## src/rtl/time_dmr_retry_end_pkg.sv

```systemverilog
// Shared types for the time-redundant DMR receiving end: pair-tracking state,
// the default ID tag type and the lock-timeout counter sizing.
package time_dmr_retry_end_pkg;

  typedef enum logic [1:0] {
    ST_EMPTY    = 2'd0,
    ST_HAVE_ONE = 2'd1,
    ST_OUTPUT   = 2'd2
  } retry_state_e;

  localparam int unsigned DefaultIdSize = 4;
  typedef logic [DefaultIdSize-1:0] dmr_id_t;

  // Counter must be able to hold the timeout value itself.
  function automatic int unsigned cnt_width(input int unsigned timeout);
    return (timeout < 1) ? 1 : $clog2(timeout + 1);
  endfunction

endpackage

```

## src/rtl/time_dmr_retry_end.sv

```systemverilog
// Receiving end of a time-redundant DMR stream: compares the two back-to-back
// copies of each item, forwards agreeing pairs and requests a resend otherwise.
module time_dmr_retry_end
  import time_dmr_retry_end_pkg::*;
#(
  parameter type         DataType    = logic [7:0],
  parameter int unsigned IDSize      = 4,
  parameter int unsigned LockTimeout = 4
) (
  input  logic              clk_i,
  input  logic              rst_ni,
  input  logic              enable_i,
  input  DataType           data_i,
  input  logic [IDSize-1:0] id_i,
  input  logic              valid_i,
  output logic              ready_o,
  output DataType           data_o,
  output logic              valid_o,
  input  logic              ready_i,
  output logic [IDSize-1:0] retry_id_o,
  output logic              retry_valid_o,
  input  logic              retry_ready_i,
  output logic              fault_detected_o,
  output retry_state_e      dbg_state_o
);

  // Handshakes: a transfer happens on a rising clock edge where valid and
  // ready are both high; valid never waits on ready, and a raised retry
  // request (retry_valid_o/retry_id_o) holds steady until retry_ready_i.

  localparam int unsigned CntW = cnt_width(LockTimeout);
  typedef logic [IDSize-1:0] id_t;
  typedef logic [CntW-1:0]   cnt_t;
  localparam cnt_t CntMax = cnt_t'(LockTimeout);

  retry_state_e r_state;
  DataType      r_data;
  id_t          r_id;
  cnt_t         r_cnt;
  id_t          r_last_id;
  logic         r_last_valid;
  DataType      r_data_o;
  logic         r_valid_o;
  logic         r_retry_valid;
  id_t          r_retry_id;
  logic         r_fault;

  logic w_ready;
  logic w_in_fire;
  logic w_out_fire;
  logic w_stale;
  logic w_same_id;
  logic w_same_data;

  // Upstream is stalled while a retry is outstanding so it can service it.
  always_comb begin
    w_ready = 1'b0;
    if (!r_retry_valid) begin
      case (r_state)
        ST_EMPTY:    w_ready = 1'b1;
        ST_HAVE_ONE: w_ready = 1'b1;
        ST_OUTPUT:   w_ready = ready_i;
        default:     w_ready = 1'b0;
      endcase
    end
  end

  assign w_in_fire   = valid_i & w_ready;
  assign w_out_fire  = r_valid_o & ready_i;
  assign w_stale     = r_last_valid & (id_i == r_last_id);
  assign w_same_id   = (id_i == r_id);
  assign w_same_data = (data_i == r_data);

  always_ff @(posedge clk_i or negedge rst_ni) begin
    if (!rst_ni) begin
      r_state       <= ST_EMPTY;
      r_data        <= '0;
      r_id          <= '0;
      r_cnt         <= '0;
      r_last_id     <= '0;
      r_last_valid  <= 1'b0;
      r_data_o      <= '0;
      r_valid_o     <= 1'b0;
      r_retry_valid <= 1'b0;
      r_retry_id    <= '0;
      r_fault       <= 1'b0;
    end else if (!enable_i) begin
      // Pass-through mode: any partial pair is dropped without a fault.
      r_state       <= ST_EMPTY;
      r_cnt         <= '0;
      r_last_valid  <= 1'b0;
      r_valid_o     <= 1'b0;
      r_retry_valid <= 1'b0;
      r_fault       <= 1'b0;
    end else begin
      r_fault <= 1'b0;
      if (r_retry_valid && retry_ready_i) begin
        r_retry_valid <= 1'b0;
      end
      case (r_state)
        ST_EMPTY: begin
          if (w_in_fire && !w_stale) begin
            r_data  <= data_i;
            r_id    <= id_i;
            r_cnt   <= '0;
            r_state <= ST_HAVE_ONE;
          end
        end
        ST_HAVE_ONE: begin
          if (w_in_fire) begin
            if (w_same_id && w_same_data) begin
              r_data_o     <= data_i;
              r_valid_o    <= 1'b1;
              r_last_id    <= id_i;
              r_last_valid <= 1'b1;
              r_state      <= ST_OUTPUT;
            end else if (w_same_id) begin
              r_fault       <= 1'b1;
              r_retry_valid <= 1'b1;
              r_retry_id    <= id_i;
              r_state       <= ST_EMPTY;
            end else begin
              // Partner copy was lost; upstream's own timeout covers it.
              r_fault <= 1'b1;
              r_data  <= data_i;
              r_id    <= id_i;
              r_cnt   <= '0;
            end
          end else if (!r_retry_valid) begin
            if (r_cnt == CntMax) begin
              r_fault       <= 1'b1;
              r_retry_valid <= 1'b1;
              r_retry_id    <= r_id;
              r_state       <= ST_EMPTY;
            end else begin
              r_cnt <= r_cnt + 1'b1;
            end
          end
        end
        ST_OUTPUT: begin
          if (w_out_fire) begin
            r_valid_o <= 1'b0;
            if (w_in_fire && !w_stale) begin
              r_data  <= data_i;
              r_id    <= id_i;
              r_cnt   <= '0;
              r_state <= ST_HAVE_ONE;
            end else begin
              r_state <= ST_EMPTY;
            end
          end
        end
        default: r_state <= ST_EMPTY;
      endcase
    end
  end

  assign ready_o          = enable_i ? w_ready : ready_i;
  assign data_o           = enable_i ? r_data_o : data_i;
  assign valid_o          = enable_i ? r_valid_o : valid_i;
  assign retry_valid_o    = enable_i & r_retry_valid;
  assign retry_id_o       = enable_i ? r_retry_id : '0;
  assign fault_detected_o = enable_i & r_fault;
  assign dbg_state_o      = r_state;

endmodule

```

## config.mk

```make
export PLATFORM = sky130hd
export DESIGN_NAME = time_dmr_retry_end
export DESIGN_NICKNAME = d
export VERILOG_FILES = /design/src/rtl/time_dmr_retry_end_pkg.sv /design/src/rtl/time_dmr_retry_end.sv
export SDC_FILE = /design/constraint.sdc
export NUM_CORES = 1
export LEC_CHECK = 0
export ABC_CLOCK_PERIOD_IN_PS = 4800
export BUFFER_PORTS_ARGS = -buffer_cell sky130_fd_sc_hd__buf_2
export CAP_MARGIN = 10
export CORE_MARGIN = 2
export CORE_UTILIZATION = 35
export CTS_BUF_LIST = sky130_fd_sc_hd__clkbuf_16
export CTS_CLUSTER_DIAMETER = 40
export CTS_CLUSTER_SIZE = 25
export DETAILED_ROUTE_END_ITERATION = 16
export PLACE_DENSITY = 0.58
export RECOVER_POWER = 50
export SLEW_MARGIN = 40
export SYNTH_ARGS = -nofsm -noshare
export SYNTH_HDL_FRONTEND = slang
export SYNTH_SLANG_ARGS = --single-unit
export TNS_END_PERCENT = 1
```

## constraint.sdc

```tcl
create_clock -name clk_i -period 4.8 [get_ports clk_i]
set_clock_uncertainty 0.05 [all_clocks]
set_input_delay 0.24 -clock clk_i [delete_from_list [all_inputs] [get_ports clk_i]]
set_output_delay 0.24 -clock clk_i [all_outputs]
set_load 0.03 [all_outputs]
```

==> results by group, run 1 <==
Critical path
  • Worst path bufs/invs: 0
  • WP data required: 4.91 ns
  • CP cell instances: xor2_1 -> nor4_1 -> nand4_2 -> nor2_4 -> mux2_2
  • Worst setup path category: reg -> reg
  • Worst Path Max Fanout: 13
  • Slowest Stage Delay on Critical Path: 0.54 ns
  • CP arrival: 2.42 ns
  • Crit-path slowest cell: nor4_1
  • CP delay by family, top: simple AND/OR/NAND/NOR gates
  • Startpoint types: flip-flop
  • Endpoint type of the worst setup path: flip-flop

Cells and area
  • Synthesis-to-layout area growth: 18.0%
  • Layout cells sized above 1: 0.367
  • Layout fillers: 558
  • Sequential standard cell area: 926 µm²
  • # nets final: 226
  • Multi-input logic area: 1050 µm²
  • Finished Core Util: 0.433
  • Final instance area: 2420 µm²
  • Diode count: 0

Timing
  • Min Hold Slack: 0.108 ns
  • Unrepaired setup endpoints after global routing: no
  • Max Fclk: 0.433 GHz
  • Crit share post-route: 0.481
  • Normalized max-slew margin: -0.354
  • Slew Limit Fails: 38
  • Setup_tns: 0 ns
  • Final Hold Vio Count: 0
  • Worst-margin pin slew: 2.03 ns
  • Final setup violation count: 0
  • Min Tclk post-route: 2.31 ns

Placed design
  • Placed Area: 2270 µm²
  • I/O Buffers: 35
  • Gpl congestion: 0.800
  • Detailed Place HPWL: 2.75 mm

Status
  • Failing checks: max-capacitance violations, max-slew violations
  • Status: complete, but fails checks

Synth
  • Ys async rst share: 1.00
  • Top cells by area, synth: dfrtp_1 45%, mux2_2 18%, xor2_1 6.0%
  • Mean Syn Cell Area: 12.1 µm²
  • Synth top area share: 0.452
  • Post-synth top area cell: dfrtp_1
  • Most used DFF post-synth: dfrtp_1
  • Post-Synthesis Cells: 169
  • Sequential fraction of the synthesis area: 0.452
  • Mapped cell area: 2050 µm²
  • EDFF count, synth: 0
  • YS warnings: 0
  • Syn Nets: 189
  • Number of synthesized register bits: 37
  • Top-count cell post-synth: dfrtp_1
  • Netlist cell types: 41
  • Synth top cells by count: 37 x dfrtp_1, 32 x mux2_2, 14 x xor2_1

Clocking
  • Clock Latency Late Sink: 0.28 ns
  • CTS HTree Levels: 2
  • CTS Root Cell: clkbuf_16
  • CTS clk-pin slew, worst paths: 0.06 ns
  • Deepest clock path buffer count: 2
  • Total CTS buffers: 5
  • Clock Sinks: 37
  • CTS tree: built
  • Post-CTS resize count: 0

Pwr
  • Leak pwr: 1.14 nW
  • Pwr per Cell Area: 381 nW/µm²
  • Worst VDD drop: 0.192 mV

Flow run
  • Maxcap violations: 1

Drt
  • ANT nets after route: 0
  • Via Count: 1383
  • Vias/cell: 4.96
  • Drt wl/cell: 14.1 µm
  • # DRC: 0
  • DRT Pass-1 Iters: 4
  • Drt total wl: 3.92 mm
  • Iter 0 DRT Violations: 50

Global route
  • GRT overflow: 0
  • First-pass GRT wire length: 6.44 mm
  • Pin count of the biggest net entering global routing: 38
  • Number of global-route vias before repair: 1294
  • Initial antenna violation count: 0
  • Total global-route track usage: 0.130

Hold path
  • HP Class: in -> reg

Floorplan
  • Die width: 80.5 µm
  • Placeable Area: 5570 µm²
  • Die ar.: 6480 µm²
  • Num ports: 36
  • Starting Density: 0.367
  • Die Y: 80.5 µm
  • Site Rows: 27
[power breakdown]
| group | switching, W | internal [W] |
|---|---|---|
| Sequential | 0.0000338 | 0.000362 |
| Clock | 0.000124 | 0.000190 |
| Combinational | 0.000112 | 0.0000981 |
| Total | 0.000270 | 0.000650 |
[cells in the final DEF, fill, tap and decap left out, types with 2 or more instances in the layout]
cell type   synthesis  layout
dfrtp_1            37      37
mux2_2             32      32
buf_2               0      25
xor2_1             14      14
nand2_1            10      10
clkbuf_1            3      10
mux2_1              9       9
nor2_1              8       8
inv_1               6       7
and2_1              5       5
clkbuf_16           0       5
o21ai_0             3       3
nor4_1              3       3
nand2b_1            2       2
nand2b_4            2       2
a21oi_1             3       2
xnor2_1             2       2
mux2i_1             2       2
ha_1                2       2
clkinvlp_4          0       2
[final timing paths]
check	startpoint	end	slack (ns)	depth (start not counted)
worst max-delay path	r_data[6]$_DFFE_PN0P_	r_data_o[4]$_DFFE_PN0P_	2.49	5
worst min-delay path	retry_ready_i	r_retry_valid$_DFF_PN0_	0.11	2
worst max register to register	r_data[6]$_DFFE_PN0P_	r_data_o[4]$_DFFE_PN0P_	2.49	5
worst min register to register	r_data_o[6]$_DFFE_PN0P_	r_data_o[6]$_DFFE_PN0P_	0.44	1
max in group asynchronous	rst_ni	r_id[1]$_DFFE_PN0P_	2.50	2
min in group asynchronous	rst_ni	r_retry_id[2]$_DFFE_PN0P_	1.03	2
[cells by family after synthesis]
logic type,Yosys count,synth area share
compound gates,21,0.0831
xor+xnor,16,0.0685
fa+ha+maj,2,0.0122
buf+inv,13,0.0348
flops,37,0.452
mux,43,0.235
simple gates,37,0.114
[cell type report]
type | count | area share
flip-flops and latches | 37 | 0.383
clock buffers | 5 | 0.0518
clock inverters | 3 | 0.00777
multi-input cells | 119 | 0.436
repair buffers | 37 | 0.0746
well taps | 72 | 0.0373
inverters | 6 | 0.00932
[flip-flops by register name, summed over array words and instances (netlist names), 2 cells and up]
name         count
dbg_state_o      2
r_cnt            3
r_data           8
r_data_o         8
r_id             4
r_last_id        4
r_retry_id       4
[routing by layer]
| layer | track usage | wire length [µm] | vias to the layer above |
|---|---|---|---|
| met5 | 0 | 0 | - |
| met3 | 0.0438 | 207 | 2 |
| met2 | 0.189 | 1690 | 35 |
| li1 | - | - | 676 |
| met4 | 0.0305 | 17 | 0 |
| met1 | 0.187 | 2000 | 670 |
[metrics by stage]
stage          power, W  std cells  setup WS [ns]
4_1_cts        0.000936        279           2.21
2_1_floorplan  0.000557        169           2.71
6_report       0.000920        279           2.49
3_5_place_dp   0.000615        270           2.20
3_3_place_gp   0.000612        270           2.29
5_1_grt        0.000969        279           2.00
[timing repair]
item | in CTS | in global routing
buffers inserted | 0 | 0
hold buffers | 1 | 0
endpoints found under the hold margin | 37 | 0
(Power assumes the default switching activity.)
==> run 2: changes to the inputs <==
ABC_CLOCK_PERIOD_IN_PS = 2420   (was 4800)
clock period = 2.42 ns   (was 4.8 ns; I/O delays follow)
==> results by group, run 2 (same netlist as run 1, synthesis figures left out) <==
Cells and area
  • Layout cells sized above 1: 0.389 (+0.0215)
  • Diode count: 0 (unchanged)
  • Top flop regs: r_data x8, r_data_o x8
  • Synthesis-to-layout area growth: 20.7%
  • Layout fillers: 548 (-1.8%)
  • Most frequent cells in the layout: 37 x dfrtp_1, 32 x mux2_2, 27 x buf_2
  • Post-route insts no fill: 283 (+1.4%)
  • Commonest non-fill, non-tap cell in the layout: dfrtp_1
  • # nets final: 230 (+1.8%)

Hold path
  • HP Class: in -> reg

Critical path
  • Setup crit end: r_data_o[3]$_DFFE_PN0P_
  • CP arrival: 2.38 ns (-0.04 ns)
  • Slowest Stage Delay on Critical Path: 0.50 ns (-0.04 ns)
  • Worst Path Max Fanout: 13 (unchanged)
  • Reg2reg end: r_data_o[3]$_DFFE_PN0P_
  • Crit-path slowest cell: nor4_1
  • R2R depth: 5 (unchanged)
  • Startpoint types: flip-flop
  • CP cell instances: xor2_1 -> nor4_1 -> nand4_2 -> nor2_4 -> mux2_2
  • Crit path from: r_data[4]$_DFFE_PN0P_
  • Endpoint type of the worst setup path: flip-flop
  • FF-to-FF setup slack: 0.16 ns (-2.33 ns)
  • Worst setup path category: reg -> reg
  • WP data required: 2.54 ns (-2.37 ns)
  • Reg2Reg Launch Point: r_data[4]$_DFFE_PN0P_

Pwr
  • Switching Fraction: 0.278 (-0.0157)
  • Combinational share of power: 0.219 (-0.009)
  • Psw: 0.000540 W (+100%)
  • Clock group share of total power: 0.381 (+0.039)
  • Internal power: 0.00140 W (+120%)
  • Flop pwr share: 0.400 (-0.030)
  • Leak pwr: 1.18 nW (+3.5%)
  • Worst VDD drop: 0.396 mV (+110%)
  • Pwr per Cell Area: 787 nW/µm² (+110%)

Drt
  • Vias/cell: 4.84 (-2.3%)
  • ANT nets after route: 0 (unchanged)
  • # DRC: 0 (unchanged)
  • DRT Pass-1 Iters: 4 (unchanged)
  • Via Count: 1371 (-0.87%)
  • Drt total wl: 3.93 mm (+0.26%)
  • Iter 0 DRT Violations: 54 (+8.0%)
  • Drt wl/cell: 13.9 µm (-1.2%)

Global route
  • GRT overflow: 0 (unchanged)
  • Grt met3 use: 0.0337 (-0.0101)
  • Total global-route track usage: 0.137 (+0.00697)
  • Met2 usage: 0.215 (+0.0258)
  • Number of global-route vias before repair: 1363 (+5.3%)
  • GRT busiest layer: met2
  • Pin count of the biggest net entering global routing: 38 (unchanged)
  • Initial antenna violation count: 0 (unchanged)
  • First-pass GRT wire length: 6.71 mm (+4.1%)
  • Met1 Use GR: 0.186 (-0.00115)

Timing
  • Crit share post-route: 0.934 (+0.453)
  • Min Hold Slack: -0.00344 ns (-0.111 ns)
  • Max Fclk: 0.442 GHz (+2.1%)
  • Worst-margin pin slew: 0.925 ns (-1.11 ns)
  • Final Hold Vio Count: 1 (+1)
  • Slew Limit Fails: 0 (-100%)
  • Setup_tns: 0 ns (unchanged)
  • Normalized max-slew margin: 0.384 (+0.737)
  • Unrepaired setup endpoints after global routing: no
  • Final setup violation count: 0 (unchanged)
  • Min Tclk post-route: 2.26 ns (-0.0485 ns)

Clocking
  • CTS tree: built
  • Total CTS buffers: 5 (unchanged)
  • Clock Latency Late Sink: 0.28 ns (about the same)
  • CTS clk-pin slew, worst paths: 0.06 ns (about the same)
  • Clock Sinks: 37 (unchanged)
  • CTS HTree Levels: 2 (unchanged)
  • Deepest clock path buffer count: 2 (unchanged)
  • Post-CTS resize count: 0 (unchanged)
  • CTS Root Cell: clkbuf_16

Placed design
  • Gpl congestion: 0.776 (-3.1%)
  • I/O Buffers: 35 (unchanged)
  • Placed cells: 274 (+1.5%)
  • Detailed Place HPWL: 2.89 mm (+4.8%)

Status
  • Failing checks: negative hold slack
  • Status: complete, but fails checks

Floorplan
  • Placeable Area: 5570 µm² (unchanged)
  • Site Rows: 27 (unchanged)
  • Die Y: 80.5 µm (unchanged)
  • Num ports: 36 (unchanged)
  • Die width: 80.5 µm (unchanged)
  • Die ar.: 6480 µm² (unchanged)
  • Starting Density: 0.367 (unchanged)

Flow run
  • Maxcap violations: 0 (-1)
-- run 2: layout make-up --
class,count,area [µm²],area share
Inverter,6,22.5,0.00912
Tap cell,72,90.1,0.0365
Timing Repair Buffer,41,210,0.0851
Sequential cell,37,926,0.375
Clock inverter,3,46.3,0.0187
Multi-Input combinational cell,119,1050,0.425
Clock buffer,5,125,0.0507
-- run 2: how the worst min path moves through the flow --
stage | slack, ns | cells after the start | end | startpoint
floorplan | -0.22 | 0 | dbg_state_o[0]$_DFFE_PN0P_ | rst_ni
global placement | 0.23 | 1 | r_retry_id[0]$_DFFE_PN0P_ | rst_ni
detailed placement | 0.07 | 1 | r_retry_id[0]$_DFFE_PN0P_ | rst_ni
CTS | 0.002 | 2 | r_retry_valid$_DFF_PN0_ | retry_ready_i
global route | 0.004 | 2 | r_retry_valid$_DFF_PN0_ | retry_ready_i
finish | -0.003 | 2 | r_retry_valid$_DFF_PN0_ | retry_ready_i
-- run 2: worst max-delay path: cells and delay by family (launching register included) --
kind | cells | cell delay, ns
simple gates | 3 | 1.17
flops | 1 | 0.39
mux | 1 | 0.38
xor+xnor | 1 | 0.15
-- run 2: power groups by stage --
| stage | registers [W] | clock network, W | logic, W |
|---|---|---|---|
| 5_1_grt | 0.000791 | 0.000792 | 0.000466 |
| 4_1_cts | 0.000779 | 0.000764 | 0.000439 |
| 6_report | 0.000777 | 0.000741 | 0.000426 |
| 2_1_floorplan | 0.000783 | 0 | 0.000321 |
| 3_3_place_gp | 0.000785 | 0 | 0.000430 |
| 3_5_place_dp | 0.000790 | 0 | 0.000435 |
-- run 2: stage by stage --
stage          setup WS, ns   util  power, W  cell area [µm²]  hold slack (ns)
2_1_floorplan         0.332      -   0.00110             2050           -0.225
3_3_place_gp          0.178  0.413   0.00121             2300            0.228
3_5_place_dp          0.144  0.413   0.00123             2300           0.0680
4_1_cts               0.123  0.446   0.00198             2480          0.00222
5_1_grt             0.00587  0.443   0.00205             2470          0.00385
6_report              0.160  0.443   0.00194             2470         -0.00344
-- run 2: what timing repair did --
item / 4_1_cts / 5_1_grt
buffers inserted: 0 / 0
hold buffers: 1 / 0
endpoints found under the hold margin: 37 / 0
endpoints found under the setup margin: 0 / 12
-- run 2: per-layer routing --
layer | wire [µm] | vias to the layer above
met1 | 1930 | 654
li1 | - | 678
met4 | 64 | 0
met2 | 1770 | 31
met5 | 0 | -
met3 | 169 | 8
